### config.mk
export PLATFORM = sky130hd
export DESIGN_NAME = cam_capture_sync
export DESIGN_NICKNAME = d
export VERILOG_FILES = /design/src/rtl/cam_pkg.sv /design/src/rtl/cam_sync_edge.sv /design/src/rtl/cam_capture_sync.sv
export SDC_FILE = /design/constraint.sdc
export NUM_CORES = 1
export LEC_CHECK = 0
export ABC_CLOCK_PERIOD_IN_PS = 5420
export CORE_MARGIN = 2
export CORE_UTILIZATION = 40
export DETAILED_ROUTE_END_ITERATION = 6
export PLACE_DENSITY = 0.64
export SYNTH_ARGS = -nofsm -noshare
export SYNTH_HDL_FRONTEND = slang
export SYNTH_SLANG_ARGS = --single-unit
### constraint.sdc
create_clock -name clk -period 5.42 [get_ports clk]
set_clock_uncertainty 0.1 [all_clocks]
set_input_delay 0.813 -clock clk [delete_from_list [all_inputs] [get_ports clk]]
set_output_delay 0.813 -clock clk [all_outputs]
set_load 0.005 [all_outputs]
### src/rtl/cam_pkg.sv
// Shared constants, FSM states and RGB444 packing for the camera capture path.
// Frame geometry matches the 160x120 DP_RAM frame buffer.
package cam_pkg;

  localparam int IMG_W = 160;
  localparam int IMG_H = 120;
  localparam int AW    = 15;
  localparam int DW    = 12;

  // RGB444 field positions inside a DW-bit pixel
  localparam int R_LSB = 8;
  localparam int G_LSB = 4;
  localparam int B_LSB = 0;

  typedef enum logic [2:0] {
    WAIT_FRAME,
    VBLANK,
    LINE_IDLE,
    BYTE_HI,
    BYTE_LO
  } state_t;

  function automatic logic [DW-1:0] pack_rgb(
    input logic [3:0] r,
    input logic [3:0] g,
    input logic [3:0] b
  );
    logic [DW-1:0] p;
    p = '0;
    p[R_LSB +: 4] = r;
    p[G_LSB +: 4] = g;
    p[B_LSB +: 4] = b;
    return p;
  endfunction

endpackage

### src/rtl/cam_sync_edge.sv
// Two-flop synchroniser for the camera pin bundle plus PCLK rise detect.
// Ports: d = {PCLK, rest}, q = synced rest, rise = one-clk PCLK rise.
module cam_sync_edge #(
  parameter int W = 11
) (
  input  logic         clk,
  input  logic         rst,
  input  logic [W-1:0] d,
  output logic [W-2:0] q,
  output logic         rise
);

  logic [W-1:0] s1;
  logic [W-1:0] s2;
  logic         s3;

  always_ff @(posedge clk or posedge rst) begin
    if (rst) begin
      s1 <= '0;
      s2 <= '0;
      s3 <= 1'b0;
    end else begin
      s1 <= d;
      s2 <= s1;
      s3 <= s2[W-1];
    end
  end

  // rest of the bundle leaves from s2 so it lines up with rise
  assign q    = s2[W-2:0];
  assign rise = s2[W-1] & ~s3;

endmodule

### src/rtl/cam_capture_sync.sv
// OV7670 capture: oversampled pins -> RGB444 pixels -> DP_RAM write port.
// Ports: clk/rst, CAM_* camera pins, DP_RAM_* write port, frame_done, line_err.
module cam_capture_sync
  import cam_pkg::*;
(
  input  logic          clk,
  input  logic          rst,
  input  logic          CAM_PCLK,
  input  logic          CAM_HREF,
  input  logic          CAM_VSYNC,
  input  logic [7:0]    CAM_px_data,
  output logic [AW-1:0] DP_RAM_addr_in,
  output logic [DW-1:0] DP_RAM_data_in,
  output logic          DP_RAM_regW,
  output logic          frame_done,
  output logic          line_err
);

  localparam int            SW        = 11;
  localparam logic [7:0]    COL_LIM   = 8'(IMG_W);
  localparam logic [7:0]    ROW_LIM   = 8'(IMG_H);
  localparam logic [AW-1:0] LINE_STEP = AW'(IMG_W);

  logic [SW-2:0] syn;
  logic          pclk_rise;
  logic          href;
  logic          vsync;
  logic [7:0]    px;

  cam_sync_edge #(
    .W(SW)
  ) u_sync (
    .clk  (clk),
    .rst  (rst),
    .d    ({CAM_PCLK, CAM_HREF, CAM_VSYNC, CAM_px_data}),
    .q    (syn),
    .rise (pclk_rise)
  );

  assign href  = syn[9];
  assign vsync = syn[8];
  assign px    = syn[7:0];

  logic href_d;
  logic vsync_d;
  logic href_fall;
  logic vsync_rise;
  logic vsync_fall;

  assign href_fall  = href_d & ~href;
  assign vsync_rise = ~vsync_d & vsync;
  assign vsync_fall = vsync_d & ~vsync;

  state_t        state;
  logic [3:0]    red;
  logic [7:0]    col;
  logic [7:0]    row;
  logic [AW-1:0] row_base;
  logic          wrote;
  logic          wr_req;
  logic [AW-1:0] wr_addr;
  logic [DW-1:0] wr_data;

  always_ff @(posedge clk or posedge rst) begin
    if (rst) begin
      state          <= WAIT_FRAME;
      href_d         <= 1'b0;
      vsync_d        <= 1'b0;
      red            <= '0;
      col            <= '0;
      row            <= '0;
      row_base       <= '0;
      wrote          <= 1'b0;
      wr_req         <= 1'b0;
      wr_addr        <= '0;
      wr_data        <= '0;
      DP_RAM_regW    <= 1'b0;
      DP_RAM_addr_in <= '0;
      DP_RAM_data_in <= '0;
      frame_done     <= 1'b0;
      line_err       <= 1'b0;
    end else begin
      href_d      <= href;
      vsync_d     <= vsync;
      wr_req      <= 1'b0;
      frame_done  <= 1'b0;
      // output stage: addr/data only move with a strobe
      DP_RAM_regW <= wr_req;
      if (wr_req) begin
        DP_RAM_addr_in <= wr_addr;
        DP_RAM_data_in <= wr_data;
      end
      unique case (state)
        WAIT_FRAME: begin
          if (vsync) begin
            col      <= '0;
            row      <= '0;
            row_base <= '0;
            line_err <= 1'b0;
            wrote    <= 1'b0;
            state    <= VBLANK;
          end
        end
        VBLANK: begin
          if (vsync_fall) state <= LINE_IDLE;
        end
        LINE_IDLE, BYTE_HI, BYTE_LO: begin
          if (vsync_rise) begin
            // pending half-pixel is simply abandoned
            frame_done <= wrote;
            col        <= '0;
            row        <= '0;
            row_base   <= '0;
            line_err   <= 1'b0;
            wrote      <= 1'b0;
            state      <= VBLANK;
          end else if (href_fall) begin
            if (state == BYTE_LO) line_err <= 1'b1;
            // row saturates so row_base never passes the frame end
            if (row < ROW_LIM) begin
              row      <= row + 8'd1;
              row_base <= row_base + LINE_STEP;
            end
            col   <= '0;
            state <= LINE_IDLE;
          end else if (pclk_rise && href) begin
            if (state == BYTE_LO) begin
              if (row < ROW_LIM) begin
                if (col < COL_LIM) begin
                  wr_req  <= 1'b1;
                  wr_addr <= row_base + AW'(col);
                  wr_data <= pack_rgb(red, px[7:4], px[3:0]);
                  col     <= col + 8'd1;
                  wrote   <= 1'b1;
                end else begin
                  line_err <= 1'b1;
                end
              end
              state <= BYTE_HI;
            end else begin
              red   <= px[3:0];
              state <= BYTE_LO;
            end
          end
        end
        default: state <= WAIT_FRAME;
      endcase
    end
  end

endmodule

==> metrics.md <==
| Metric | Value |
|---|---|
| ANT nets after route | 0 |
| Crit path max-delay cell type | o31a_1 |
| Site Rows | 40 |
| Post-Place Setup Slack | 2.65 ns |
| Worst hold path class | flop to flop |
| Vias per cell | 5.40 |
| RSZ-0062 raised after global routing | no |
| Top cell type's share of synthesized area | 60.2% |
| Fmax | about 0.36 GHz |
| Setup_tns | 0 ns |
| CTS Sinks | roughly 120 |
| Final Hold Violating Endpoints | 0 |
| Crit path max fanout | 38 |
| Die Footprint | 13100 um2 |
| Number of H-tree levels | 4 |
| Leak | ~2.7 nW |
| Worst-path clk slew | about 0.060 ns |
| FF+latch count, synth | 117 |
| # Post-CTS Setup Buffers | 0 |
| Worst path max stage delay | around 1 ns |
| Post-synth ARST share | between 90% and 100% |
| Max-cap check violation count | 0 |
| DRT Pass-1 Iters | 4 |
| Cts hold-fix bufs | 0 |
| Clk_lat worst skew | slightly above 0.4 ns |
| PortBufs | 42 |
| Grt total ovfl | 0 |
| TritonCTS Buffers | 17 |
| WP depth | 4 |
| CP arrival | 3.00 ns |
| Top Family by Delay on Critical Path | compound AO/OA/AOI/OAI gates |
| Ant. Diodes | 0 |
| Mapped Area | around 4900 um2 |
| # setup viols final | 0 |
| DRT iter0 DRCs | 176 |
| FF/Latch Area | 2930 um2 |
| Fill cells | ~1k |
| CTS tree | done |
| Synth cell types | 47 |
| Startpoint types | flop |
| Slew Limit Fails | 0 |
| Die width | 114 um |
| Minimum clock period | about 2.8 ns |
| Vias in the first global route | 3095 |
| Final Wtd Congestion | 0.772 |
| Synth area leaders | dfrtp_1, mux2_2, a21oi_1 |
| WP data required | around 5.6 ns |
| Cell taking the most area after synthesis | dfrtp_1 |
| WS Path Type | flop to flop |
| Layout cells sized above 1 | ~22% |
| Synth Net Count | between 300 and 400 |
| Clock Tree Buf Depth | 2 |
| Status | completed |
| R2R cell count | 4 |
| Share of the yosys chip area belonging to registers | 60.2% |
| Synthesized area per cell | ~13 um2 |
| Power density over cell area | 422 nW/um2 |
| Die span in y | 114 um |
| Least-Margin Pin Slew | roughly 1.2 ns |
| Mapped Cells | 378 |
| Buf+Inv Stages, Crit Path | 0 |
| Pin count of the biggest net entering global routing | 82 |
| DP HPWL | about 5600 um |
| DRC | 0 |
| Post-synth EDFFs | 0 |
| Tot GR Track Use | roughly 15% |
| Initial antenna violation count | 0 |
| Pwr Total | approximately 2.5 mW |
| Maximum vdd drop | ~0.22 mV |
| Slew margin rel. | 18.0% |
| Worst hold path depth | 0 |
| Post-Route WL | roughly 9000 um |
| Crit-path cells | nand2b_1 -> o31a_1 -> nor2_1 -> a21oi_1 |
| Fin util | roughly 50% |
| Synth top cells by count | dfrtp_1, mux2_2, a21oi_1 |
| Core Box Area | roughly 12000 um2 |
| Most numerous cell in the Yosys netlist | dfrtp_1 |
| R2R Path Start | state[2] |
| Fin nets | roughly 440 |
| Endpoint type of the worst setup path | flop |
| Hold_sp | u_sync.s1[1] |
| Top FF cell, synth | dfrtp_1 |
| First-pass GRT wire length | around 15000 um |
| P&R area growth vs syn | 23.4% |
| Vias post-DR | 3119 |
| Synth Warn # | 0 |
| Root buf cell | clkbuf_16 |
| Post-CTS Resized | 0 |
| Final worst slack | around 2.6 ns |
| Footprint of the multi-input gates | 1800 um2 |
| CP startpoint | state[2] |
| R2R Setup Slk | around 2.6 ns |
| IO Pins | 43 |
| Wire per inst | 15.6 um |
| Fin crit share | 51.3% |
| Starting Density | 40.7% |
[cells in the final DEF, fill, tap and decap left out, types with 3 or more instances in the layout]
master,n
dfrtp_1,117
mux2_2,52
clkdlybuf4s50_1,42
a21oi_1,30
clkbuf_16,17
o21ai_0,15
nand2_1,13
or4_1,10
nor2_1,9
nand3_1,9
o31ai_1,9
xnor2_1,8
ha_1,6
nor4_1,5
nand4_1,4
a21o_1,4
a31oi_1,4
o21bai_1,4
mux2i_1,4
bufinv_16,4
clkinvlp_4,4
buf_4,4
nand2b_1,3
nor2b_1,3
a211oi_1,3
o211ai_1,3
nor3_1,3
nand3b_1,3
nor4b_1,3
[per-stage QoR]
step	cell area, um2	hold WS [ns]	std cells
after floorplan	4870	0.231	378
after global placement	5370	0.234	547
after detailed placement	5370	0.236	547
after CTS	6000	0.247	578
after global routing	6000	0.256	578
final	6000	0.246	578
[routing by layer]
| layer | GRT usage (%) | vias up | wire length (um) |
|---|---|---|---|
| met2 | 23.5 | 52 | 4440 |
| met4 | 6.59 | 0 | 142 |
| li1 | - | 1484 | - |
| met5 | 0 | - | 0 |
| met3 | 4.92 | 16 | 276 |
| met1 | 19.5 | 1567 | 4140 |
[flip-flops by register name, indices dropped and copies added, names as in the netlist, 3 cells and up]
register / count
wr_addr: 15
wr_data: 12
row: 8
state: 3
DP_RAM_data_in: 12
red: 4
DP_RAM_addr_in: 15
u_sync.s1: 11
u_sync.s2: 11
row_base: 10
col: 8
[area by class of cell]
| type | instances | area share (%) |
|---|---|---|
| sequential | 117 | 48.8 |
| multi-input combinational | 234 | 29.9 |
| clock buffer | 19 | 7.54 |
| timing repair buffer | 46 | 7.50 |
| tap | 147 | 3.06 |
| clock inverter | 12 | 2.96 |
| inverter | 3 | 0.229 |
[kinds of logic (layout without fill, tap and decap cells)]
| group | after synthesis | in the layout | share of synthesized area, % |
|---|---|---|---|
| mux | 56 | 56 | 12.9 |
| flops | 117 | 117 | 60.2 |
| simple gates | 77 | 77 | 9.26 |
| buf+inv | 27 | 80 | 2.93 |
| fa+ha+maj | 6 | 6 | 1.54 |
| compound gates | 87 | 87 | 11.8 |
| xor+xnor | 8 | 8 | 1.44 |
[power by group]
group	switching (mW)	leakage [nW]	internal (mW)	total, mW
logic	0.217	0.817	0.128	0.345
registers	0.0646	1.56	0.937	1.00
clock network	0.396	0.297	0.790	1.19
total	0.677	2.68	1.86	2.53
[path summary, 6_finish.rpt]
check,end
min in group asynchronous,u_sync.s1[5]
worst min register to register,u_sync.s2[1]
worst max register to register,row_base[7]
max in group asynchronous,row_base[5]
worst max-delay path,row_base[7]
worst min-delay path,u_sync.s2[1]
Power figures use the tool's default switching activity.
